`src/rtl/four_way_arbiter.sv`:
```
// Round-robin four-requester arbiter with locked bursts, driving a 4:1 select
// and a single-entry valid/ready output register.
module four_way_arbiter #(
  parameter int unsigned WIDTH     = 64,
  parameter int unsigned MAX_BURST = 4
) (
  input  logic             clk,
  input  logic             reset_n,
  input  logic [3:0]       req,
  input  logic [3:0]       lock,
  input  logic [WIDTH-1:0] in0,
  input  logic [WIDTH-1:0] in1,
  input  logic [WIDTH-1:0] in2,
  input  logic [WIDTH-1:0] in3,
  output logic [3:0]       gnt,
  output logic [1:0]       sel,
  output logic [WIDTH-1:0] out_data,
  output logic             out_valid,
  input  logic             out_ready,
  output logic             busy
);

  localparam int unsigned     BEAT_W    = $clog2(MAX_BURST) + 1;
  localparam logic [BEAT_W-1:0] BEAT_LAST = BEAT_W'(MAX_BURST);
  localparam bit              BURST_EN  = (MAX_BURST > 1);

  typedef enum logic {
    ARB   = 1'b0,
    BURST = 1'b1
  } state_t;

  state_t              state;
  state_t              state_n;
  logic [1:0]          ptr;
  logic [1:0]          ptr_n;
  logic [BEAT_W-1:0]   beat;
  logic [BEAT_W-1:0]   beat_n;
  logic                accept;
  logic                load;
  logic [1:0]          win;
  logic [1:0]          idx;
  logic [WIDTH-1:0]    load_data;

  // The slot can take a beat when it is empty or being drained this cycle.
  assign accept = ~out_valid | out_ready;

  // Winner selection and next-state; in BURST the owner is the last winner.
  always_comb begin
    state_n = state;
    ptr_n   = ptr;
    beat_n  = beat;
    load    = 1'b0;
    win     = ptr;
    idx     = ptr;
    case (state)
      ARB: begin
        if (accept) begin
          for (int unsigned i = 1; i <= 4; i++) begin
            idx = ptr + 2'(i);
            if (!load && req[idx]) begin
              load = 1'b1;
              win  = idx;
            end
          end
        end
        if (load) begin
          ptr_n  = win;
          beat_n = BEAT_W'(1);
          if (BURST_EN && lock[win]) begin
            state_n = BURST;
          end
        end
      end
      BURST: begin
        if (accept) begin
          if (req[ptr]) begin
            load   = 1'b1;
            beat_n = beat + BEAT_W'(1);
            if (beat_n == BEAT_LAST || !lock[ptr]) begin
              state_n = ARB;
            end
          end else begin
            state_n = ARB;
          end
        end
      end
      default: state_n = ARB;
    endcase
  end

  // Grant and select are combinational; grant is suppressed while in reset.
  always_comb begin
    gnt = 4'b0000;
    sel = ptr;
    if (reset_n && load) begin
      gnt[win] = 1'b1;
      sel      = win;
    end
  end

  always_comb begin
    load_data = in0;
    case (win)
      2'd0: load_data = in0;
      2'd1: load_data = in1;
      2'd2: load_data = in2;
      2'd3: load_data = in3;
      default: load_data = in0;
    endcase
  end

  always_ff @(posedge clk or negedge reset_n) begin
    if (!reset_n) begin
      state     <= ARB;
      ptr       <= 2'b11;
      beat      <= '0;
      busy      <= 1'b0;
      out_valid <= 1'b0;
      out_data  <= '0;
    end else begin
      state     <= state_n;
      ptr       <= ptr_n;
      beat      <= beat_n;
      busy      <= (state_n == BURST);
      out_valid <= load | (out_valid & ~out_ready);
      if (load) begin
        out_data <= load_data;
      end
    end
  end

endmodule

```
`config.mk`:
```
export PLATFORM = sky130hd
export DESIGN_NAME = four_way_arbiter
export DESIGN_NICKNAME = d
export VERILOG_FILES = /design/src/rtl/four_way_arbiter.sv
export SDC_FILE = /design/constraint.sdc
export NUM_CORES = 1
export LEC_CHECK = 0
export BUFFER_PORTS_ARGS = -buffer_cell sky130_fd_sc_hd__buf_4
export CORE_AREA = 2 2 131 133
export CTS_BUF_LIST = sky130_fd_sc_hd__clkbuf_8 sky130_fd_sc_hd__clkbuf_16
export CTS_CLUSTER_DIAMETER = 40
export DETAILED_ROUTE_END_ITERATION = 7
export DIE_AREA = 0 0 133 135
export PLACE_DENSITY_LB_ADDON = 0.05
export SETUP_SLACK_MARGIN = 0.4
export SYNTH_ARGS = -nofsm -noshare
export SYNTH_HDL_FRONTEND = slang
export SYNTH_SLANG_ARGS = --single-unit
```
`constraint.sdc`:
```
create_clock -name clk -period 2.5 [get_ports clk]
set_clock_uncertainty 0.15 [all_clocks]
set_input_delay 0.5 -clock clk [delete_from_list [all_inputs] [get_ports clk]]
set_output_delay 0.5 -clock clk [all_outputs]
set_load 0.05 [all_outputs]
```
==> flow_metrics.env, run 1 <==
export IMPL_period_minus_slack_ps=2933
export IMPL_route_met3_wl_um=1291
export IMPL_fp_dieW_um=133
export IMPL_synth_seq_cells=71
export IMPL_layout_area_overhead_vs_synth_pct=93.40
export IMPL_crit_required_ps=1850
export IMPL_setup_worst_path_class="reg2out"
export IMPL_synthCells=447
export IMPL_power_mw=15.67
export IMPL_syn_avg_cell_area_um2=11.27
export IMPL_grt_max_degree=71
export IMPL_final_cell_area_um2=9747
export IMPL_wl_per_cell_um=19.12
export IMPL_synth_nets=716
export IMPL_m1WireLength_um=7508
export IMPL_post_place_cells=1020
export IMPL_grt_antenna_before_repair=0
export IMPL_yosysUniqueCellTypes=50
export IMPL_ant_nets=0
export IMPL_vias=5338
export IMPL_power_density_nw_per_um2=1607
export IMPL_yosysSeqAreaShare_pct=35.30
export IMPL_r2r_cells=13
export IMPL_io_pins=339
export IMPL_start_util_pct=30.72
export IMPL_ir_drop_mv=0.7276
export IMPL_yosysWarnings=0
export IMPL_leakagePower_nw=4.525
export IMPL_port_buffers=338
export IMPL_failed_checks="setup timing"
export IMPL_grt_total_usage_pct=22.20
export IMPL_post_route_drc_count=0
export IMPL_first_iter_violations=159
export IMPL_path_clk_slew_ps=60
export IMPL_drive_gt1_share_pct=67.52
export IMPL_r2r_end="state"
export IMPL_rows=47
export IMPL_cts_tree="built"
export IMPL_synthTopCellsByArea="dfrtp_1 (34%), mux2i_1 (26%), o221ai_2 (8.6%)"
export IMPL_final_cell_count_no_fill=1076
export IMPL_nNetsFinal=1123
export IMPL_max_slew_worst_pin_slew_ps=954.8
export IMPL_synth_area_um2=5040
export IMPL_wl_um=20570
export IMPL_met2_length_um=11420
export IMPL_slew_headroom_pct=36.35
export IMPL_clock_sinks=71
export IMPL_ys_top_cells_by_count="mux2i_1 (132), nand2_1 (74), dfrtp_1 (69)"
export IMPL_yosysMostFrequentCell="mux2i_1"
export IMPL_holdWs_ps=293.6
export IMPL_status="finished with violations"
export IMPL_finalWeightedCongestion=0.8114
export IMPL_detail_route_first_pass_iterations=6
export IMPL_setup_viol=71
export IMPL_rsz0062_at_grt="yes"
export IMPL_grt_pass1_wl_um=31080
export IMPL_startpoint="ptr[1]"
export IMPL_regToRegSetupSlack_ps=-340
export IMPL_cts_buffers=9
export IMPL_hold_viol=0
export IMPL_async_flop_share_pct=100.0
export IMPL_crit_path_start_kind="register"
export IMPL_ys_flop_type="dfrtp_1"
export IMPL_final_core_util_pct=59.41
export IMPL_maxCapViolCount=0
export IMPL_setup_ws_ps=-433.1
export IMPL_coreArea_um2=16410
export IMPL_die_area_um2=17960
export IMPL_seqCellArea_um2=1780
export IMPL_dp_hpwl_um=14610
export IMPL_hp_class="in2async"
export IMPL_setup_tns_ps=-14470
export IMPL_synth_top_area_share_pct=34.26
export IMPL_timing_final_crit_share_pct=117.3
export IMPL_clock_latency_ps=330
export IMPL_antennaDiodeCount=0
export IMPL_r2r_start="ptr[1]"
export IMPL_cts_root_buf="clkbuf_16"
export IMPL_clockBufferDepth=2
export IMPL_place_ws_ps=-248.1
export IMPL_die_h_um=135
export IMPL_timing_fmax_mhz=340.9
export IMPL_critPathCapture="gnt[0]"
export IMPL_cp_arrival_ps=2280
export IMPL_drv_slew=0
export IMPL_fillers=1347
export IMPL_avgViaCountPerCell=4.961
export IMPL_synth_largest_area_cell="dfrtp_1"
export IMPL_crit_fanout=11
export IMPL_overflow=0
export IMPL_cp_end_kind="primary output"
export IMPL_first_global_vias=5745
export IMPL_htree_num_levels=3
export IMPL_synth_edf_count=0
export IMPL_highest_layer="met4"
export IMPL_multi_input_area_um2=3560
export IMPL_post_dp_cell_area_um2=8137
## registers in the layout, summed over array words and instances (netlist names)
name       cells
out_data      64
beat           3
state          1
ptr            2
out_valid      1
## per-layer routing
| metal | GRT usage [%] | vias up |
|---|---|---|
| li1 | - | 2533 |
| met1 | 24.84 | 2584 |
| met2 | 41.13 | 199 |
| met3 | 6.044 | 22 |
| met4 | 6.691 | 0 |
| met5 | 0 | - |
## critical path, stage by stage, from the launching register on
cell,delay (ps)
dfstp_2,570
buf_12,130
nor2b_4,150
nand4_1,160
nand3_2,140
mux2i_4,260
buf_12,160
inv_8,40
nor3_4,160
buf_6,180
## power by group
group / internal (mW) / switching, mW
combinational: 5.91 / 6.35
sequential: 1.78 / 0.351
clock: 0.807 / 0.472
total: 8.50 / 7.17
## worst min path at each step
stage,start,endpoint
6_report,reset_n,out_data[29]
5_1_grt,in0[33],out_data[33]
4_1_cts,in2[31],out_data[31]
3_5_place_dp,reset_n,out_data[20]
3_3_place_gp,reset_n,out_data[20]
2_1_floorplan,reset_n,beat[0]
## cell type report
cell class                      count  area share, %
Clock buffer                       11          2.593
Clock inverter                      2         0.3466
Inverter                            6         0.3081
Multi-Input combinational cell    332          36.52
Sequential cell                    71          18.27
Tap cell                          220          2.824
Timing Repair Buffer              434          39.14
## cell usage in the layout (no fill, tap or decap), types with 2 or more instances in the layout
cell | netlist | routed
a211o_1 | 2 | 2
a31o_2 | 2 | 2
buf_12 | 8 | 22
buf_16 | 0 | 8
buf_4 | 3 | 384
buf_6 | 2 | 9
buf_8 | 1 | 9
clkbuf_16 | 0 | 10
clkbuf_8 | 0 | 2
dfrtp_1 | 69 | 68
dfstp_2 | 2 | 2
ha_1 | 2 | 2
inv_1 | 4 | 4
inv_2 | 2 | 2
mux2i_1 | 132 | 71
mux2i_2 | 0 | 26
mux2i_4 | 1 | 36
nand2_1 | 74 | 72
nand2b_1 | 4 | 4
nand3_1 | 5 | 3
nand3_2 | 1 | 3
nor2_1 | 4 | 4
nor3_4 | 0 | 5
o21ai_0 | 3 | 2
o21ai_1 | 3 | 2
o221ai_1 | 35 | 31
o221ai_2 | 29 | 33
o221ai_4 | 2 | 2
## cells by family after synthesis
| logic type | count (synthesis) | synth area share [%] |
|---|---|---|
| AOI/OAI and AO/OA | 86 | 18.57 |
| DFF | 71 | 35.30 |
| adders and majority gates | 2 | 0.4964 |
| muxes | 135 | 27.33 |
| buffers and inverters | 44 | 8.391 |
| and+or+nand+nor | 108 | 9.732 |
| xor gates and xnor gates | 1 | 0.1738 |
## repair_timing
item,4_1_cts,5_1_grt
setup endpoints to repair,71,72
setup buffers,22,12
cloned,7,1
hold endpoints to repair,1,0
gates resized for setup,93,66
pin swaps,13,7
hold buffers,1,0
Power figures use the tool's default switching activity.
==> run 2: changes to the inputs <==
PLACE_DENSITY_LB_ADDON = default   (was 0.05)
==> flow_metrics.env, run 2 (same netlist as run 1, synthesis figures left out) <==
export IMPL_clockBufferDepth=2
export IMPL_r2r_end="out_data[6]"
export IMPL_timing_fmax_mhz=333.4
export IMPL_power_density_nw_per_um2=1615
export IMPL_timing_final_crit_share_pct=120.0
export IMPL_power_mw=15.70
export IMPL_cts_root_buf="clkbuf_16"
export IMPL_die_area_um2=17960
export IMPL_grt_antenna_before_repair=0
export IMPL_setup_worst_path_class="reg2out"
export IMPL_final_cell_count_no_fill=1067
export IMPL_cpPeakStageDelay_ps=580
export IMPL_post_dp_cell_area_um2=8154
export IMPL_post_place_cells=1024
export IMPL_layout_area_overhead_vs_synth_pct=92.78
export IMPL_crit_required_ps=1850
export IMPL_final_core_util_pct=59.22
export IMPL_first_global_vias=5789
export IMPL_rows=47
export IMPL_antennaDiodeCount=0
export IMPL_ant_nets=0
export IMPL_wl_um=20620
export IMPL_place_ws_ps=-321.2
export IMPL_first_iter_violations=171
export IMPL_dp_hpwl_um=14310
export IMPL_multi_input_area_um2=3576
export IMPL_seqCellArea_um2=1780
export IMPL_final_cell_area_um2=9716
export IMPL_leakagePower_nw=4.504
export IMPL_wl_per_cell_um=19.33
export IMPL_max_slew_worst_pin_slew_ps=913.0
export IMPL_setup_tns_ps=-17630
export IMPL_cts_tree="built"
export IMPL_nNetsFinal=1112
export IMPL_drive_gt1_share_pct=68.48
export IMPL_grt_total_usage_pct=21.25
export IMPL_cp_end_kind="primary output"
export IMPL_cp_top_family="flip-flops"
export IMPL_finalWeightedCongestion=0.8575
export IMPL_cts_buffers=9
export IMPL_post_route_drc_count=0
export IMPL_grt_max_degree=72
export IMPL_port_buffers=338
export IMPL_failed_checks="setup timing"
export IMPL_period_minus_slack_ps=3000
export IMPL_overflow=0
export IMPL_layout_cells_most_common="buf_4"
export IMPL_drv_slew=0
export IMPL_cp_arrival_ps=2350
export IMPL_htree_num_levels=3
export IMPL_rsz0062_at_grt="yes"
export IMPL_cts_hold_buf=0
export IMPL_holdWs_ps=306.5
export IMPL_critPathSlowestCell="dfstp_2"
export IMPL_maxCapViolCount=0
export IMPL_critPathBufInv=3
export IMPL_largest_reg_flops=64
export IMPL_clock_sinks=71
export IMPL_io_pins=339
export IMPL_r2r_cells=12
export IMPL_path_clk_slew_ps=60
export IMPL_layout_common_cells="buf_4 (368), mux2i_1 (73), nand2_1 (70)"
export IMPL_die_h_um=135
export IMPL_crit_chain="and3b_1, o211ai_2, a21o_1, nand3_2, mux2i_4, buf_12, inv_8, nor3_4, buf_6"
export IMPL_coreArea_um2=16410
export IMPL_start_util_pct=30.72
export IMPL_avgViaCountPerCell=5.016
export IMPL_setup_ws_ps=-499.6
export IMPL_ir_drop_mv=0.8863
export IMPL_fp_dieW_um=133
export IMPL_regToRegSetupSlack_ps=-310
export IMPL_status="finished with violations"
export IMPL_r2r_start="ptr[1]"
export IMPL_vias=5352
export IMPL_crit_path_start_kind="register"
export IMPL_grt_pass1_wl_um=29970
export IMPL_top_regs="out_data x64, beat x3, ptr x2"
export IMPL_hp_class="in2async"
export IMPL_fillers=1360
export IMPL_hold_viol=0
export IMPL_detail_route_first_pass_iterations=4
export IMPL_crit_fanout=6
export IMPL_clock_latency_ps=330
export IMPL_setup_viol=70
export IMPL_regMostFlops="out_data"
export IMPL_slew_headroom_pct=39.13
## run 2: cell count changes in the layout (fill, tap and decap cells not counted), sizes merged
cell	delta
clkinvlp	+2
buf	-11
clkinv	+3
bufinv	+1
dlygate4sd3	-1
clkbuf	-1
inv	-2
## run 2: worst max-delay path by stage
| stage | start | endpoint | slack [ps] | cells past startpoint |
|---|---|---|---|---|
| after floorplan | req[3] | gnt[0] | -440 | 10 |
| after global placement | req[1] | out_data[7] | -220 | 11 |
| after detailed placement | req[3] | out_data[6] | -320 | 11 |
| after CTS | ptr[1] | gnt[1] | -470 | 9 |
| after global routing | ptr[1] | gnt[1] | -600 | 9 |
| final | ptr[1] | gnt[1] | -500 | 9 |
## run 2: final cells by class
cell class	count	area share [%]
clock inverter	6	0.8886
sequential	71	18.33
inverter	6	0.3477
timing repair buffer	423	38.48
tap	220	2.833
multi-input combinational	332	36.81
clock buffer	9	2.318
## run 2: what timing repair did
action	4_1_cts	5_1_grt
pin swaps	5	14
gates cloned	8	3
resized for setup	77	100
endpoints found under the setup margin	72	73
buffers inserted	10	7
## run 2: report_power, final
group / total [mW] / switching, mW / internal, mW
combinational: 12.2 / 6.39 / 5.79
sequential: 2.15 / 0.369 / 1.78
clock: 1.36 / 0.496 / 0.866
total: 15.7 / 7.25 / 8.44
## run 2: routing by layer
metal,vias up,global-route usage [%],part of all wire [%]
met4,0,6.571,2.1
li1,2522,-,-
met5,-,0,0
met1,2539,22.86,36
met2,255,41.25,55
met3,36,4.730,6.7
## run 2: worst register-to-register path, cell delays in order, from the launching register on
cell	delay, ps
dfstp_2	580
and3b_1	190
o211ai_2	90
a21o_1	210
nand3_2	100
mux2i_4	280
buf_12	180
buf_6	110
buf_12	130
buf_12	150
buf_12	160
mux2i_2	230
o221ai_1	130
==> run 3: changes to the inputs <==
RECOVER_POWER = 100   (was default)
==> flow_metrics.env, run 3 (same netlist as run 1, synthesis figures left out) <==
export IMPL_ir_drop_mv=0.8344
export IMPL_hp_class="in2reg"
export IMPL_overflow=0
export IMPL_ant_nets=0
export IMPL_cts_buffers=9
export IMPL_grt_pass1_wl_um=29970
export IMPL_max_slew_worst_pin_slew_ps=1792
export IMPL_setup_ws_ps=-493.0
export IMPL_maxCapViolCount=1
export IMPL_regToRegSetupSlack_ps=-310
export IMPL_layout_common_cells="buf_4 (301), mux2i_1 (73), nand2_1 (70)"
export IMPL_largest_reg_flops=64
export IMPL_grt_antenna_before_repair=0
export IMPL_grt_max_degree=72
export IMPL_io_pins=339
export IMPL_antennaDiodeCount=0
export IMPL_regMostFlops="out_data"
export IMPL_setup_worst_path_class="reg2out"
export IMPL_final_core_util_pct=57.69
export IMPL_wl_per_cell_um=19.32
export IMPL_avgViaCountPerCell=5.024
export IMPL_finalWeightedCongestion=0.8575
export IMPL_cts_hold_buf=0
export IMPL_wl_um=20620
export IMPL_start_util_pct=30.72
export IMPL_rows=47
export IMPL_clock_sinks=71
export IMPL_vias=5361
export IMPL_crit_path_start_kind="register"
export IMPL_layout_area_overhead_vs_synth_pct=87.81
export IMPL_seqCellArea_um2=1780
export IMPL_period_minus_slack_ps=2993
export IMPL_post_route_drc_count=0
export IMPL_clockBufferDepth=2
export IMPL_path_clk_slew_ps=60
export IMPL_drive_gt1_share_pct=60.68
export IMPL_cts_root_buf="clkbuf_16"
export IMPL_slew_headroom_pct=-19.50
export IMPL_top_regs="out_data x64, beat x3, ptr x2"
export IMPL_power_density_nw_per_um2=1607
export IMPL_fillers=1421
export IMPL_crit_required_ps=1850
export IMPL_failed_checks="capacitance limit, slew limit, setup timing"
export IMPL_dp_hpwl_um=14310
export IMPL_first_iter_violations=139
export IMPL_cp_arrival_ps=2340
export IMPL_status="finished with violations"
export IMPL_hold_viol=0
export IMPL_place_ws_ps=-321.2
export IMPL_rsz0062_at_grt="yes"
export IMPL_port_buffers=338
export IMPL_leakagePower_nw=4.258
export IMPL_coreArea_um2=16410
export IMPL_die_h_um=135
export IMPL_cts_tree="built"
export IMPL_fp_dieW_um=133
export IMPL_grt_total_usage_pct=21.25
export IMPL_htree_num_levels=3
export IMPL_timing_fmax_mhz=334.1
export IMPL_timing_final_crit_share_pct=119.7
export IMPL_clock_latency_ps=330
export IMPL_nNetsFinal=1112
export IMPL_cp_end_kind="primary output"
export IMPL_detail_route_first_pass_iterations=4
export IMPL_setup_viol=70
export IMPL_drv_slew=72
export IMPL_die_area_um2=17960
export IMPL_layout_cells_most_common="buf_4"
export IMPL_first_global_vias=5789
export IMPL_multi_input_area_um2=3576
export IMPL_crit_fanout=6
==> run 3: final timing paths <==
check                               endpoint  cells after the start    startpoint
worst min register to register  out_data[60]                      2  out_data[60]
worst max-delay path                  gnt[1]                      9        ptr[1]
min in group asynchronous       out_data[27]                      2       reset_n
max in group asynchronous          out_valid                      2       reset_n
worst max register to register   out_data[6]                     12        ptr[1]
worst min-delay path            out_data[25]                      3       in2[25]
==> run 3: per-stage QoR <==
step           hold slack, ps  TNS (ps)  instances  total power, mW  cell area [um^2]
2_1_floorplan           54.41     -1509        447            9.057              5195
3_3_place_gp            306.8     -9493       1024            11.33              8154
3_5_place_dp            322.9    -13100       1024            11.51              8154
4_1_cts                 294.2    -12290       1057            14.54              9101
5_1_grt                 310.6    -28910       1067            15.94              9465
6_report                307.4    -17030       1067            15.21              9465
==> run 3: metal layers <==
metal / share of wire (%) / global-route usage (%) / up-vias
met5: 0 / 0 / -
met1: 36 / 22.86 / 2561
met3: 6.4 / 4.730 / 39
met4: 2.1 / 6.571 / 0
li1: - / - / 2521
met2: 55 / 41.25 / 240
==> run 3: critical path, stage by stage, from the launching register on <==
cell and delay (ps):
dfstp_2 580, and3b_1 190, o211ai_2 90, a21o_1 200, nand3_2 100, mux2i_4 280
buf_12 180, inv_8 40, nor3_4 170, buf_6 180
==> run 3: power breakdown <==
group / internal, mW / switching (mW)
clock: 0.866 / 0.495
combinational: 5.33 / 6.38
sequential: 1.78 / 0.356
==> run 3: cell type report <==
class | instances | share of cell area, %
multi-input cells | 332 | 37.78
flip-flops and latches | 71 | 18.81
clock buffers | 9 | 2.379
well taps | 220 | 2.908
repair buffers | 423 | 36.85
inverters | 6 | 0.3569
clock inverters | 6 | 0.9121
==> run 3: what timing repair did <==
action,CTS,global route
pin swaps,5,14
setup buffers,10,7
gates cloned,8,3
endpoints found under the hold margin,0,0
endpoints found under the setup margin,72,73
gates resized for setup,77,100
